--- src/rtl/nv_nvdla_csc_pp_status.sv ---
// ============================================================================
// nv_nvdla_csc_pp_status
//
// Ping-pong register-group status tracker for the convolution sequencer.
// Software programs one of two register groups (selected by "producer") and
// arms it by writing D_OP_ENABLE. The engine executes groups strictly in
// alternating order (0,1,0,1,...). The group that runs now, or runs next, is
// "consumer". A small FSM (IDLE -> START -> RUN) launches a layer with a
// one-cycle op_start pulse. It waits for dp_done, then retires the group and
// hands over to the other one.
//
// Ports
//   nvdla_core_clk   in   1  core clock, rising edge
//   nvdla_core_rstn  in   1  asynchronous, active-low reset
//   producer         in   1  group targeted by software writes
//   op_en_wr         in   1  pulse: D_OP_ENABLE write to group "producer"
//   op_en_wr_data    in   1  data carried by that write
//   dp_done          in   1  pulse: datapath finished the running layer
//   consumer         out  1  group executing now / next
//   status_0         out  2  group 0 status: 0=IDLE 1=RUNNING 2=PENDING
//   status_1         out  2  group 1 status, same encoding
//   reg_op_en        out  2  per-group op-enable flags
//   op_start         out  1  pulse launching a layer
//   op_grp           out  1  group whose fields the datapath uses (=consumer)
//   done_intr        out  2  one-cycle completion pulse per group
// ============================================================================
module nv_nvdla_csc_pp_status (
    input  logic       nvdla_core_clk,
    input  logic       nvdla_core_rstn,
    input  logic       producer,
    input  logic       op_en_wr,
    input  logic       op_en_wr_data,
    input  logic       dp_done,
    output logic       consumer,
    output logic [1:0] status_0,
    output logic [1:0] status_1,
    output logic [1:0] reg_op_en,
    output logic       op_start,
    output logic       op_grp,
    output logic [1:0] done_intr
);

    // FSM encoding. The value 2'b11 is unused and recovers to IDLE.
    localparam logic [1:0] ST_IDLE  = 2'd0;
    localparam logic [1:0] ST_START = 2'd1;
    localparam logic [1:0] ST_RUN   = 2'd2;

    // Per-group status encoding. The value 2'd3 is never produced.
    localparam logic [1:0] STAT_IDLE    = 2'd0;
    localparam logic [1:0] STAT_RUNNING = 2'd1;
    localparam logic [1:0] STAT_PENDING = 2'd2;

    logic [1:0] state_q,     state_d;
    logic       consumer_q,  consumer_d;
    logic [1:0] reg_op_en_q, reg_op_en_d;
    logic [1:0] status_0_q,  status_0_d;
    logic [1:0] status_1_q,  status_1_d;
    logic       op_start_q,  op_start_d;
    logic [1:0] done_intr_q, done_intr_d;

    logic       done_fire;
    logic       producer_running;
    logic       next_busy;

    // Sequencing FSM and consumer pointer.
    // IDLE waits for the consumer group's enable flag and then launches it.
    // START is a single launch cycle. RUN waits for dp_done. Only RUN looks at
    // dp_done, so a stray done pulse in IDLE or START is dropped. On
    // completion the consumer pointer flips. That flip is what enforces
    // strict 0,1,0,1 ordering: an enabled group that is not the consumer just
    // sits at PENDING.
    always_comb begin
        state_d    = state_q;
        consumer_d = consumer_q;
        done_fire  = 1'b0;
        case (state_q)
            ST_IDLE: begin
                if (reg_op_en_q[consumer_q]) begin
                    state_d = ST_START;
                end
            end
            ST_START: begin
                state_d = ST_RUN;
            end
            ST_RUN: begin
                if (dp_done) begin
                    done_fire  = 1'b1;
                    state_d    = ST_IDLE;
                    consumer_d = ~consumer_q;
                end
            end
            default: begin
                state_d = ST_IDLE;
            end
        endcase
    end

    // Op-enable flags.
    // Completion clears the retiring group first. A software write is applied
    // afterwards, so a set that lands on the same edge as the completion
    // clear wins and re-arms the group. A clear write aimed at the group
    // currently in START/RUN is ignored. Layers cannot be aborted this way.
    always_comb begin
        reg_op_en_d      = reg_op_en_q;
        producer_running = ((state_q == ST_START) || (state_q == ST_RUN)) &&
                           (consumer_q == producer);
        if (done_fire) begin
            reg_op_en_d[consumer_q] = 1'b0;
        end
        if (op_en_wr) begin
            if (op_en_wr_data) begin
                reg_op_en_d[producer] = 1'b1;
            end else if (!producer_running) begin
                reg_op_en_d[producer] = 1'b0;
            end
        end
    end

    // Registered status and pulse outputs.
    // These are derived from the *next* state/consumer/enable values. The
    // registered outputs therefore change on the same edge as the state they
    // describe, rather than one cycle later. Only the consumer group can be
    // RUNNING, so two groups can never report RUNNING together.
    always_comb begin
        next_busy   = (state_d == ST_START) || (state_d == ST_RUN);

        status_0_d  = STAT_IDLE;
        if (next_busy && (consumer_d == 1'b0)) begin
            status_0_d = STAT_RUNNING;
        end else if (reg_op_en_d[0]) begin
            status_0_d = STAT_PENDING;
        end

        status_1_d  = STAT_IDLE;
        if (next_busy && (consumer_d == 1'b1)) begin
            status_1_d = STAT_RUNNING;
        end else if (reg_op_en_d[1]) begin
            status_1_d = STAT_PENDING;
        end

        op_start_d  = (state_d == ST_START);

        done_intr_d = 2'b00;
        if (done_fire) begin
            done_intr_d = consumer_q ? 2'b10 : 2'b01;
        end
    end

    // State registers. Reset puts everything back to idle. That also drops a
    // layer that is in flight, so its completion can never be reported.
    always_ff @(posedge nvdla_core_clk or negedge nvdla_core_rstn) begin
        if (!nvdla_core_rstn) begin
            state_q     <= ST_IDLE;
            consumer_q  <= 1'b0;
            reg_op_en_q <= 2'b00;
            status_0_q  <= STAT_IDLE;
            status_1_q  <= STAT_IDLE;
            op_start_q  <= 1'b0;
            done_intr_q <= 2'b00;
        end else begin
            state_q     <= state_d;
            consumer_q  <= consumer_d;
            reg_op_en_q <= reg_op_en_d;
            status_0_q  <= status_0_d;
            status_1_q  <= status_1_d;
            op_start_q  <= op_start_d;
            done_intr_q <= done_intr_d;
        end
    end

    // op_grp follows consumer directly. consumer only flips on the dp_done
    // edge, so op_grp is stable for the whole START..RUN window.
    assign consumer  = consumer_q;
    assign op_grp    = consumer_q;
    assign status_0  = status_0_q;
    assign status_1  = status_1_q;
    assign reg_op_en = reg_op_en_q;
    assign op_start  = op_start_q;
    assign done_intr = done_intr_q;

endmodule

--- config.mk ---
export PLATFORM = sky130hd
export DESIGN_NAME = nv_nvdla_csc_pp_status
export DESIGN_NICKNAME = d
export VERILOG_FILES = /design/src/rtl/nv_nvdla_csc_pp_status.sv
export SDC_FILE = /design/constraint.sdc
export NUM_CORES = 1
export LEC_CHECK = 0
export CORE_AREA = 2 2 39 41
export DETAILED_ROUTE_END_ITERATION = 10
export DIE_AREA = 0 0 41 43
export PLACE_DENSITY = 0.73
export SETUP_SLACK_MARGIN = 0.05
export SLEW_MARGIN = 20
export SYNTH_ARGS = -nofsm -noshare
export SYNTH_HDL_FRONTEND = slang
export SYNTH_SLANG_ARGS = --single-unit
--- constraint.sdc ---
create_clock -name nvdla_core_clk -period 2.7 [get_ports nvdla_core_clk]
set_clock_uncertainty 0.1 [all_clocks]
set_input_delay 0.675 -clock nvdla_core_clk [delete_from_list [all_inputs] [get_ports nvdla_core_clk]]
set_output_delay 0.675 -clock nvdla_core_clk [all_outputs]
set_load 0.01 [all_outputs]
# Yosys cells after proc, flatten, opt, wreduce, memory -nomap -nowiden
# Cells that the tools add are included.
# word_totals
register_bits	12
word_cells	54
# classes
order_cmp	4
n_eq_ne	5
n_mux	23
n_bitwise	7
n_reduce_logical	8
# op_table
cell	n
$mux W2	12
$mux W1	8
$pmux W2 S3	1
$logic_and A1 B1 Y1	5
$and A2 B2 Y2	2
$eq A2 B1 Y1 const B	2
$eq A2 B2 Y1 const B	2
$lt A1 B2 Y1 const B	2
$not A2 Y2	2
$demux W1 S1	2
$ge A1 B1 Y1 const B	2
$logic_not A2 Y1	1
$logic_or A1 B1 Y1	2
$not A1 Y1	2
$or A2 B2 Y2	1
$eq A1 B1 Y1	1

# Longest topological paths before layout
# logic_depth
word_depth	13
mapped_depth	8

# Least setup slack after synthesis
# OpenSTA, ideal clock, no wires.
# synth_timing
path_type	reg2reg
start	reg state_q[0]
end	reg status_0_q[1], in the netlist status_0[1]
setup_ns	0.132
arrival_time_ns	1.614
setup_slack_ns	0.854
path_stages_with_launch	9
path_buffers	0
path_cell_list	dfrtp_1 -> inv_1 -> ha_1 -> nor2b_1 -> o21ai_0 -> a21oi_1 -> ha_1 -> nor3_1 -> a211oi_2
# synth_between
word_cells_on_any_way	23
classes_between	eq/ne (4); mux (11); bitwise (3); reduce/logical (5)
# synth_rtl
element	line_no	text
start: declaration	53	logic [1:0] state_q, state_d;
start signal: assignment	161	state_q <= state_d;
$eq A2 B2 Y1, or another cell as far along	76	case (state_q)
$pmux W2 S3 (*)	76	
net state_d[0]	53	
$eq A2 B1 Y1 / $eq A2 B2 Y1 (equally long branches)	125	next_busy = (state_d == ST_START) || (state_d == ST_RUN);
$logic_or A1 B1 Y1 (*)	125	
$logic_and A1 B1 Y1 (*)	128	if (next_busy && (consumer_d == 1'b0)) begin
$mux W2 (*)	128	
net status_0_d[1]	56	logic [1:0] status_0_q, status_0_d;
end signal: assignment	164	status_0_q <= status_0_d;
end: declaration	56	
# Mark *: on every way through the listed nets, which the timed path passes. The rest lies on a longest branch.

# Worst setup path after layout
# layout_timing
start	in dp_done
end	reg status_0_q[1], in the netlist status_0[1]
# layout_between
elab_chain_len	9
word_cells_on_any_way	19
classes_between	eq/ne (2); mux (12); bitwise (3); reduce/logical (2)
# layout_rtl
element	line_no	text
start: declaration	33	input logic dp_done,
$mux W1	86	if (dp_done) begin
$mux W1	76	
$mux W2	107	if (done_fire) begin
$and A2 B2 Y2 (no line)	-	
$mux W2	113	end else if (!producer_running) begin
$mux W2	111	if (op_en_wr_data) begin
$mux W2	110	if (op_en_wr) begin
$mux W2	130	end else if (reg_op_en_d[0]) begin
$mux W2 (*)	128	
net status_0_d[1]	56	
# Marks and branches as above.

==> flow_summary_export.csv <==
group,metric,value,unit
place,post-place-cells,78,
place,detailed_place_hpwl,712,µm
synth,synthTopCellsByArea,"dfrtp_1 53%, ha_1 8.9%, a211oi_2 4.4%",
route,via_per_inst,4.89,
synth,yosys.area.top_type,"dfrtp_1",
route,drt_iter0_markers,2,
setup_path,critPathRequiredTime,2.75,ns
synth,ys_types,24,
layout,diodes,0,
synth,syn_area_per_cell,11.7,µm²
global_route,grt.overflow.total,0,
power_and_ir_drop,peakVddDrop,0.000561,V
min_path,holdPathEnd,"state_q[1]$_DFF_PN0_",
global_route,grt_first_pass_wirelength,1.44,mm
place,io_buffers,16,
clocking,clk_latency,0.27,ns
timing,post-route-period-util,79.4,%
clocking,cts.repair.resized,0,
setup_path,startpoint,"dp_done",
clocking,root_buffer,"clkbuf_4",
power_and_ir_drop,p_leak,0.346,nW
synth,synth_top_area_share,53.3,%
setup_path,path_buf_inv,1,
clocking,h-tree-depth,1,
synth,ys_warn_count,0,
place,gp_congestion,0.722,
setup_path,r2r-end,"status_0[1]$_DFF_PN0_",
floorplan,ios,17,
synth,synth_nets,58,
layout,post-route-util,54.0,%
global_route,grt_pass1_vias,352,
timing,maxSlewViolCount,0,
floorplan,rows,14,
layout,drive_gt1_share,9.23,%
setup_path,ff2ff_setup_slack,0.67,ns
timing,period_minus_slack,2.14,ns
timing,tns,0,ns
layout,fin_nets,77,
setup_path,worstSetupStartpointType,"primary input",
min_path,hold_start,"state_q[1]$_DFF_PN0_",
timing,hold_viol,0,
timing,finalSetupViolations,0,
setup_path,crit_slowest_cell,"clkdlybuf4s50_1",
clocking,cts_buffers,3,
setup_path,reg2reg_depth,8,
flow_run,cap_violations,0,
floorplan,die_x,41,µm
setup_path,cpPeakStageDelay,0.52,ns
global_route,grt_usage,12.8,%
run_status,outcome,"finished, final reports clean",
min_path,min_path_type,"reg -> reg",
route,remaining_drc_errors,0,
setup_path,arrival,2.19,ns
setup_path,r2r_start,"state_q[0]$_DFF_PN0_",
route,wl_per_cell,11.2,µm
route,antenna_left,0,
floorplan,start_util,40.7,%
clocking,cts-hold-fix-buffers,0,
timing,fin_hold_ws,0.447,ns
timing,tightest_slew,0.531,ns
min_path,min_delay_path_depth,1,
power_and_ir_drop,p_per_area,1050,nW/µm²
clocking,post_cts_buffers,0,
synth,yosysSeqAreaShare,53.3,%
clocking,cts_tree,"built",
timing,relSlewSlack,64.5,%
floorplan,die_area,1760,µm²
setup_path,path_cells,"clkdlybuf4s50_1 > nor2b_1 > nand3_1 > a21boi_0 > ha_1 > nor3_1 > a211oi_2",
layout,syn_to_final_growth,32.7,%
timing,fmax,467,MHz
synth,syn_area,563,µm²
global_route,antenna_found_initial,0,
floorplan,die_h,43,µm
route,totalWireLength,907,µm
layout,instances_no_fill,81,
setup_path,worstSetupPathType,"in -> reg",
setup_path,crit_path_end_kind,"flop",
setup_path,crit_family,"buffers and inverters",
route,route.vias.total,396,
floorplan,core_area,1380,µm²
global_route,grt_max_degree,13,
route,firstDrtPassIters,4,
synth,synthCells,48,
setup_path,critPathMaxFanout,4,
power_and_ir_drop,p_total,0.784,mW
synth,ys_seq_elements,12,
clocking,cts_buffer_depth,2,
clocking,cts.sinks,12,
timing,grt_setup_unrepaired,"no",
clocking,clk_pin_slew,0.07,ns
==> worst reg2reg max path, stage by stage (launching register included) <==
cell	delay (ns)
dfrtp_1	0.41
inv_1	0.13
ha_1	0.21
nor2b_1	0.18
o21ai_0	0.09
a21oi_1	0.19
ha_1	0.28
nor3_1	0.29
a211oi_2	0.05
==> placed cells by master, fill, tap and decap left out <==
master	n
ha_1	4
o21ba_1	1
a21boi_0	1
nand3_1	2
a21boi_1	1
o21ai_0	5
nand2_1	2
o21ai_1	1
inv_1	2
clkdlybuf4s50_1	16
clkbuf_4	3
and3b_1	1
nand2b_1	1
nor2b_1	1
nor3_1	1
nand3b_1	1
and2b_1	1
mux2_2	1
a21oi_1	1
a211oi_2	2
and3_1	1
and2_1	3
dfrtp_1	12
or2_1	1
==> state kept, by name (all words and copies together), names as in the netlist <==
register	cells
done_intr	2
reg_op_en	2
state_q	2
status_0	2
status_1	2
consumer	1
op_start	1
==> synthesized netlist by cell type (all sizes together) <==
cell / instances
dfrtp: 12
o21ai: 6
ha: 4
and2: 3
a211oi: 2
a21boi: 2
buf: 2
inv: 2
nand2: 2
nand3: 2
a21oi: 1
and2b: 1
and3: 1
and3b: 1
mux2: 1
nand2b: 1
nand3b: 1
nor2b: 1
nor3: 1
o21ba: 1
or2: 1
==> worst max-delay path by stage <==
| stage | end | slack [ns] | cells after the start |
|---|---|---|---|
| after global routing | status_0[1]$_DFF_PN0_ | 0.42 | 7 |
| final | status_0[1]$_DFF_PN0_ | 0.56 | 7 |
| after detailed placement | status_0[1]$_DFF_PN0_ | 0.25 | 7 |
| after global placement | status_0[1]$_DFF_PN0_ | 0.32 | 7 |
| after floorplan | status_0[1]$_DFF_PN0_ | 0.85 | 8 |
| after CTS | status_0[1]$_DFF_PN0_ | 0.55 | 7 |
==> kinds of logic after synthesis <==
logic type | share of synthesized area (%)
and+or+nand+nor | 16.0
AOI/OAI and AO/OA | 15.1
DFF | 53.3
buffers and inverters | 4.67
adders and majority gates | 8.89
muxes | 2.00
==> report_power, final <==
group / leakage, nW / internal, mW / switching [mW]
clock network: 0.0138 / 0.0516 / 0.0532
registers: 0.154 / 0.249 / 0.0419
logic: 0.178 / 0.217 / 0.170
total: 0.346 / 0.518 / 0.265
==> area by class of cell <==
| type | instances | area [µm²] |
|---|---|---|
| Fill cell | 131 | 637 |
| Sequential cell | 12 | 300 |
| Clock buffer | 3 | 22.5 |
| Inverter | 2 | 7.51 |
| Tap cell | 16 | 20.0 |
| Multi-Input combinational cell | 32 | 236 |
| Timing Repair Buffer | 16 | 160 |
==> through the flow <==
step / instance area, µm² / worst slack [ns]
5_1_grt: 747 / 0.421
2_1_floorplan: 563 / 0.854
3_5_place_dp: 724 / 0.252
4_1_cts: 747 / 0.553
6_report: 747 / 0.557
3_3_place_gp: 724 / 0.324
==> layer usage <==
| layer | vias up | track usage, % | wire length (µm) |
|---|---|---|---|
| met5 | - | 0 | 0 |
| met2 | 17 | 16.9 | 372 |
| met4 | 0 | 12.0 | 39 |
| li1 | 198 | - | - |
| met1 | 176 | 17.2 | 421 |
| met3 | 5 | 1.57 | 73 |
Power figures use the tool's default switching activity.
